`src/rtl/sap1_pkg.sv`:
```
// Shared constants and types for the SAP-1 control sequencer.
// Optional build macro used by the top: SAP1_EARLY_END_EN.
package sap1_pkg;

  localparam int ONEHOT_W = 6;

  localparam logic [3:0] OP_LDA = 4'h0;
  localparam logic [3:0] OP_ADD = 4'h1;
  localparam logic [3:0] OP_SUB = 4'h2;
  localparam logic [3:0] OP_MUL = 4'h3;
  localparam logic [3:0] OP_DIV = 4'h4;
  localparam logic [3:0] OP_AND = 4'h5;
  localparam logic [3:0] OP_OR  = 4'h6;
  localparam logic [3:0] OP_XOR = 4'h7;
  localparam logic [3:0] OP_OUT = 4'hE;
  localparam logic [3:0] OP_HLT = 4'hF;

  localparam logic [2:0] ALU_HOLD = 3'b000;
  localparam logic [2:0] ALU_ADD  = 3'b001;
  localparam logic [2:0] ALU_SUB  = 3'b010;
  localparam logic [2:0] ALU_MUL  = 3'b011;
  localparam logic [2:0] ALU_DIV  = 3'b100;
  localparam logic [2:0] ALU_AND  = 3'b101;
  localparam logic [2:0] ALU_OR   = 3'b110;
  localparam logic [2:0] ALU_XOR  = 3'b111;

  // Sequencer state encoding
  typedef logic [2:0] state_t;
  localparam state_t ST_IDLE = 3'd0;
  localparam state_t ST_T1   = 3'd1;
  localparam state_t ST_T2   = 3'd2;
  localparam state_t ST_T3   = 3'd3;
  localparam state_t ST_T4   = 3'd4;
  localparam state_t ST_T5   = 3'd5;
  localparam state_t ST_T6   = 3'd6;
  localparam state_t ST_HALT = 3'd7;

  typedef struct packed {
    logic                pcOut;
    logic                pcInc;
    logic                marLoad;
    logic                ramOut;
    logic                irLoad;
    logic                irOut;
    logic                accLoad;
    logic                accOut;
    logic                bLoad;
    logic                aluEn;
    logic                outLoad;
    logic [2:0]          aluSel;
    logic                halt;
    logic [ONEHOT_W-1:0] tState;
  } ctrl_t;

  function automatic logic isAluOp(input logic [3:0] op);
    return (op >= OP_ADD) && (op <= OP_XOR);
  endfunction

endpackage

```
`src/rtl/sap1_control_decode.sv`:
```
// Combinational decode of (T-state, opcode) into the SAP-1 control word.
module sap1_control_decode
  import sap1_pkg::*;
(
  input  state_t     state,
  input  logic [3:0] opcode,
  output ctrl_t      ctrl
);

  always_comb begin
    ctrl = '0;
    case (state)
      ST_T1: begin
        ctrl.tState  = 6'b000001;
        ctrl.pcOut   = 1'b1;
        ctrl.marLoad = 1'b1;
      end
      ST_T2: begin
        ctrl.tState = 6'b000010;
        ctrl.pcInc  = 1'b1;
      end
      ST_T3: begin
        ctrl.tState = 6'b000100;
        ctrl.ramOut = 1'b1;
        ctrl.irLoad = 1'b1;
      end
      ST_T4: begin
        ctrl.tState = 6'b001000;
        if (opcode == OP_LDA || isAluOp(opcode)) begin
          ctrl.irOut   = 1'b1;
          ctrl.marLoad = 1'b1;
        end else if (opcode == OP_OUT) begin
          ctrl.accOut  = 1'b1;
          ctrl.outLoad = 1'b1;
        end
      end
      ST_T5: begin
        ctrl.tState = 6'b010000;
        if (opcode == OP_LDA) begin
          ctrl.ramOut  = 1'b1;
          ctrl.accLoad = 1'b1;
        end else if (isAluOp(opcode)) begin
          ctrl.ramOut = 1'b1;
          ctrl.bLoad  = 1'b1;
        end
      end
      ST_T6: begin
        ctrl.tState = 6'b100000;
        // The ALU select is the low three opcode bits for every ALU op
        if (isAluOp(opcode)) begin
          ctrl.aluEn   = 1'b1;
          ctrl.accLoad = 1'b1;
          ctrl.aluSel  = opcode[2:0];
        end
      end
      ST_HALT: ctrl.halt = 1'b1;
      default: ctrl = '0;
    endcase
  end

endmodule

```
`src/rtl/sap1_controller.sv`:
```
// SAP-1 T-state sequencer: state register, next-state logic and control outputs.
// Define SAP1_EARLY_END_EN to end LDA/OUT/NOP right after their last useful state.
module sap1_controller
  import sap1_pkg::*;
#(
  parameter int RING_LEN = 6
) (
  input  logic                clk,
  input  logic                rst_n,
  input  logic [7:0]          instr,
  output logic                pcOut,
  output logic                pcInc,
  output logic                marLoad,
  output logic                ramOut,
  output logic                irLoad,
  output logic                irOut,
  output logic                accLoad,
  output logic                accOut,
  output logic                bLoad,
  output logic                aluEn,
  output logic                outLoad,
  output logic [2:0]          AluController,
  output logic                halt,
  output logic [RING_LEN-1:0] tState
);

  state_t     state;
  state_t     stateNext;
  logic [3:0] opcode;
  ctrl_t      ctrl;
  logic       unusedAddrBits;

  assign opcode         = instr[7:4];
  assign unusedAddrBits = ^instr[3:0];

  always_ff @(posedge clk or negedge rst_n) begin
    if (!rst_n) state <= ST_IDLE;
    else        state <= stateNext;
  end

  // Only T4 onward looks at the opcode; the IR is not valid before then
  always_comb begin
    stateNext = state;
    case (state)
      ST_IDLE: stateNext = ST_T1;
      ST_T1:   stateNext = ST_T2;
      ST_T2:   stateNext = ST_T3;
      ST_T3:   stateNext = ST_T4;
      ST_T4: begin
        if (opcode == OP_HLT) stateNext = ST_HALT;
`ifdef SAP1_EARLY_END_EN
        else if (opcode != OP_LDA && !isAluOp(opcode)) stateNext = ST_T1;
`endif
        else stateNext = ST_T5;
      end
      ST_T5: begin
`ifdef SAP1_EARLY_END_EN
        if (opcode == OP_LDA) stateNext = ST_T1;
        else                  stateNext = ST_T6;
`else
        stateNext = ST_T6;
`endif
      end
      ST_T6:   stateNext = ST_T1;
      ST_HALT: stateNext = ST_HALT;
      default: stateNext = ST_IDLE;
    endcase
  end

  sap1_control_decode u_decode (
    .state  (state),
    .opcode (opcode),
    .ctrl   (ctrl)
  );

  assign pcOut         = ctrl.pcOut;
  assign pcInc         = ctrl.pcInc;
  assign marLoad       = ctrl.marLoad;
  assign ramOut        = ctrl.ramOut;
  assign irLoad        = ctrl.irLoad;
  assign irOut         = ctrl.irOut;
  assign accLoad       = ctrl.accLoad;
  assign accOut        = ctrl.accOut;
  assign bLoad         = ctrl.bLoad;
  assign aluEn         = ctrl.aluEn;
  assign outLoad       = ctrl.outLoad;
  assign AluController = ctrl.aluSel;
  assign halt          = ctrl.halt;
  assign tState        = ctrl.tState;

endmodule

```
`config.mk`:
```
export PLATFORM = sky130hd
export DESIGN_NAME = sap1_controller
export DESIGN_NICKNAME = d
export VERILOG_FILES = /design/src/rtl/sap1_pkg.sv /design/src/rtl/sap1_control_decode.sv /design/src/rtl/sap1_controller.sv
export SDC_FILE = /design/constraint.sdc
export NUM_CORES = 1
export LEC_CHECK = 0
export CAP_MARGIN = 15
export CORE_AREA = 2 2 39 41
export DETAILED_ROUTE_END_ITERATION = 12
export DIE_AREA = 0 0 41 43
export PLACE_DENSITY = 0.78
export SETUP_SLACK_MARGIN = 0.05
export SYNTH_ARGS = -nofsm -noshare
export SYNTH_HDL_FRONTEND = slang
export SYNTH_HIERARCHICAL = 1
export SYNTH_SLANG_ARGS = --single-unit
```
`constraint.sdc`:
```
create_clock -name clk -period 1.5 [get_ports clk]
set_input_delay 0.3 -clock clk [delete_from_list [all_inputs] [get_ports clk]]
set_output_delay 0.3 -clock clk [all_outputs]
set_load 0.02 [all_outputs]
```
Word level (Yosys, flattened, before mapping)
Index checks and enable logic that the tools add are counted.
- equal/unequal tests: 9
- magnitude comparators: 2
- multiplexer cells: 23
- reductions and logical operators: 5
- operator list (operator ; count):
    $pmux W6 S6 ; 1
    $pmux W3 S7 ; 1
    $mux W1 ; 15
    $eq A3 B3 Y1 const B ; 4
    $eq A4 B4 Y1 const B ; 2
    $eq A3 B2 Y1 const B ; 2
    $mux W3 ; 2
    $pmux W1 S2 ; 3
    $ge A4 B1 Y1 const B ; 1
    $le A4 B3 Y1 const B ; 1
    $logic_not A4 Y1 ; 1
    $eq A3 B1 Y1 const B ; 1
    $logic_not A3 Y1 ; 1
    $mux W2 ; 1
    $reduce_or A2 Y1 ; 1
    $logic_and A1 B1 Y1 ; 1
    $logic_or A1 B1 Y1 ; 1
- logic and storage cells: 40
- register bits after elaboration: 3
- output and inout bits: 21

Longest topological paths before layout
- depth in word-level cells: 5
- depth in mapped cells: 5

Hierarchy
Netlist, hierarchy kept.
- by module, submodules not included (module ; area an instance (µm²) ; cells an instance ; seq. area each (µm²) ; instances):
    sap1_control_decode ; 205.2 ; 32 ; 0.0 ; 1
    sap1_controller ; 131.4 ; 13 ; 75.1 ; 1

Worst setup path before layout
OpenSTA, ideal clock, no wires.
- path kind: reg2out
- start: register with a tool-made name
- end: output marLoad
- stages on the path, launching flop included: 4
- path slack: -0.036 ns
- arrival time: 1.236 ns
- cells stage by stage: dfrtp_1 -> clkbuf_8 -> nor3b_2 -> o21bai_1
- RTL lines (element ; RTL line ; source):
    end, declared ; sap1_controller.sv:13 ; output logic marLoad,

Final worst setup path
- start: register state[0]
- end: output accLoad
- word-level cells in the longest chain between the ends: 2
- elaborated cells on any way between the ends: 3
- classes of those cells: eq/ne: 2; mux: 1
- ends and longest elaborated chain (element ; RTL line ; source):
    start, declared ; sap1_controller.sv:27 ; state_t state;
    start signal, assigned ; sap1_controller.sv:38 ; else state <= stateNext;
    $eq A3 B3 Y1 ; sap1_control_decode.sv:12 ; case (state)
    $pmux W1 S2 (*) ; sap1_control_decode.sv:12 ;
    end, declared ; sap1_controller.sv:17 ; output logic accLoad,
Every way passes the cells marked *; elsewhere a longest branch is shown, timed or not.

==> results <==
## repair_timing
| action | 4_1_cts | 5_1_grt |
|---|---|---|
| cloned | 0 | 0 |
| setup endpoints to repair | 21 | 21 |
| buffers inserted | 1 | 0 |
| pin swaps | 6 | 6 |
| resized for setup | 118 | 17 |
## Yosys cell counts (2+ instances only)
cell type  n  share of area (%)
nand3b_1   2                4.5
inv_1      2                2.2
and2_1     3                5.6
nor3b_1    3                6.7
nor3_1     2                3.0
buf_4      2                4.5
nor2_1     7                7.8
dfrtp_1    3                 22
nand2_1    6                6.7
## per-stage QoR
| stage | instance area [sq um] | hold WS, ns | TNS (ns) |
|---|---|---|---|
| after detailed placement | 703 | 0.495 | -7.69 |
| after CTS | 712 | 0.248 | -0.930 |
| after global routing | 767 | 0.256 | -1.99 |
| final | 767 | 0.251 | -1.03 |
| after global placement | 703 | 0.491 | -7.38 |
| after floorplan | 358 | 0.00441 | 0 |
## area by class of cell
cell class                      instances  area share (%)
Clock buffer                            4            3.43
Multi-Input combinational cell         35            35.7
Tap cell                               16            2.61
Sequential cell                         3            9.95
Timing Repair Buffer                   40            46.8
Inverter                                3            1.47
## routing by layer
| layer | global-route usage (%) | wire length, um |
|---|---|---|
| met5 | 0 | 0 |
| met4 | 8.00 | 19 |
| met3 | 1.57 | 103 |
| met2 | 25.6 | 609 |
| met1 | 16.9 | 382 |
## where the power goes
part,total (uW),internal [uW],leakage (uW),switching [uW]
Combinational,1170,578,0.000321,596
Sequential,174,127,0.0000337,46.9
Clock,141,99.6,0.0000150,41.0
## kinds of logic (layout without fill, tap and decap cells)
kind of cell           Yosys count  count (layout)
AO/OA/AOI/OAI                    4               4
buffers and inverters            7              47
flip-flops                       3               3
multiplexers                     1               1
AND/OR/NAND/NOR                 30              30
## critical path, stage by stage (launching register included)
cell	delay, ns
dfrtp_1	0.40
nand3b_1	0.27
inv_2	0.12
mux2i_2	0.08
nor2_2	0.10
buf_6	0.13
## final timing paths
check | cells after the start | to | start
worst max-delay path | 5 | accLoad | state[0]$_DFF_PN0_
worst min-delay path | 1 | asynchronous set/reset pin | rst_n
worst max register to register | 4 | state[1]$_DFF_PN0_ | state[1]$_DFF_PN0_
worst min register to register | 2 | state[0]$_DFF_PN0_ | state[0]$_DFF_PN0_
max in group asynchronous | 1 | state[1]$_DFF_PN0_ | rst_n
min in group clk | 3 | state[1]$_DFF_PN0_ | instr[4]
==> summary.md <==
| Metric | Value |
|---|---|
| Number of diodes | 0 |
| Worst hold path type | primary input to asynchronous set/reset pin |
| Mux cell area share after synthesis | 2.97% |
| Post-Syn Area | 337 sq um |
| Initial antenna violation count | 0 |
| Vias | 472 |
| Area delta synth->final | 128% |
| Core area | 0.00138 sq mm |
| PnR worst setup slack | -0.130 ns |
| Main synth FF type | dfrtp_1 |
| Detail Placement HPWL | 849 um |
| I/O Buffers | 26 |
| Largest family of logic cells by synthesized area | simple AND/OR/NAND/NOR gates |
| H-Tree Depth | 1 |
| Internal reg-to-reg setup slack | 0.33 ns |
| Clock Tree Buf Depth | 2 |
| Yosys warns | 6 |
| Initial drt markers | 5 |
| Clock latency on the worst-skew pair | 0.23 ns |
| First-pass GRT wire length | 1810 um |
| Synth Area in Adders | 0% |
| Residual DRC | 0 |
| Final setup vio count | 13 |
| Pre-antenna DRT Iters | 4 |
| WL/cell | 11.0 um |
| GRT Overall Usage | 15.0% |
| Tcrit/Tclk final | 109% |
| Leakage | 0.000370 uW |
| Remaining global-route overflow | 0 |
| CTS buffer count | 3 |
| Share of cells above drive strength 1 | 67.1% |
| Drt via density | 4.67 |
| Syn Area/Cell | 7.48 sq um |
| Largest net degree at the start of global routing | 9 |
| Crit path max fanout | 4 |
| Ports | 31 |
| Arr. time, crit path | 1.33 ns |
| Setup CP Type | register to output port |
| Ys async rst share | 100% |
| Crit end category | output port |
| Clk sinks | 3 |
| Compound-cell area share of the yosys netlist | 7.81% |
| Crit path required time | 1.20 ns |
| Seq. cell area | 76.3 sq um |
| Minimum clock period | 1.63 ns |
| Failing checks | setup timing |
| Cell count after placement | 96 |
| MaxCap Viol Count | 0 |
| Clk_skew | 0.00274 ns |
| Area occupied by multi-input gates | 274 sq um |
| Placer Congestion | 0.722 |
| Post-synth cell types | 24 |
| Final-layout fill cell count | 144 |
| Pins over their slew limit | 0 |
| Post-synth EDFFs | 0 |
| Antenna-violating nets left | 0 |
| Synth Instances | 45 |
| Final Total Pwr | 1490 uW |
| Status | finished with violations |
| Layout Utilization | 55.4% |
| Hold-fix buffers, CTS | 0 |
| Commonest non-fill, non-tap cell in the layout | buf_4 |
| Final count of hold timing violations | 0 |
| CP Launch Type | register |
| Post-Route WL | 1110 um |
| Relative slew slack | 85.2% |
| Pwr dens | 1940 mW/mm^2 |
| Setup WS pre-CTS | -0.654 ns |
| Syn Nets | 55 |
| Core Rows | 14 |
| DIE AREA | 0.00176 sq mm |
| Most frequent cells in the layout | buf_4, buf_6, nand2_1, dlygate4sd2_1 |
| Max frequency | 614 MHz |
| Finished Layout Cells | 101 |
| Max IR drop VDD | 0.733 mV |
| RSZ-0062 raised after global routing | true |
| Post-synthesis sequential area ratio | 22.3% |
| Worst-Margin Slew | 0.222 ns |
| Post-synthesis xor/xnor area fraction | 0% |
| Post-synthesis simple-gate area fraction | 53.9% |
| Starting Density | 24.3% |
| Nets@finish | 96 |
| #FFs+latches synth | 3 |
| Vias in the first global route | 444 |
| Die Width | 41 um |
| CTS root buf | clkbuf_4 |
| Die Height | 43 um |
| CTS tree | done |
| Clock transition at the registers of the reported paths | 0.04 ns |
Power figures use the tool's default switching activity.
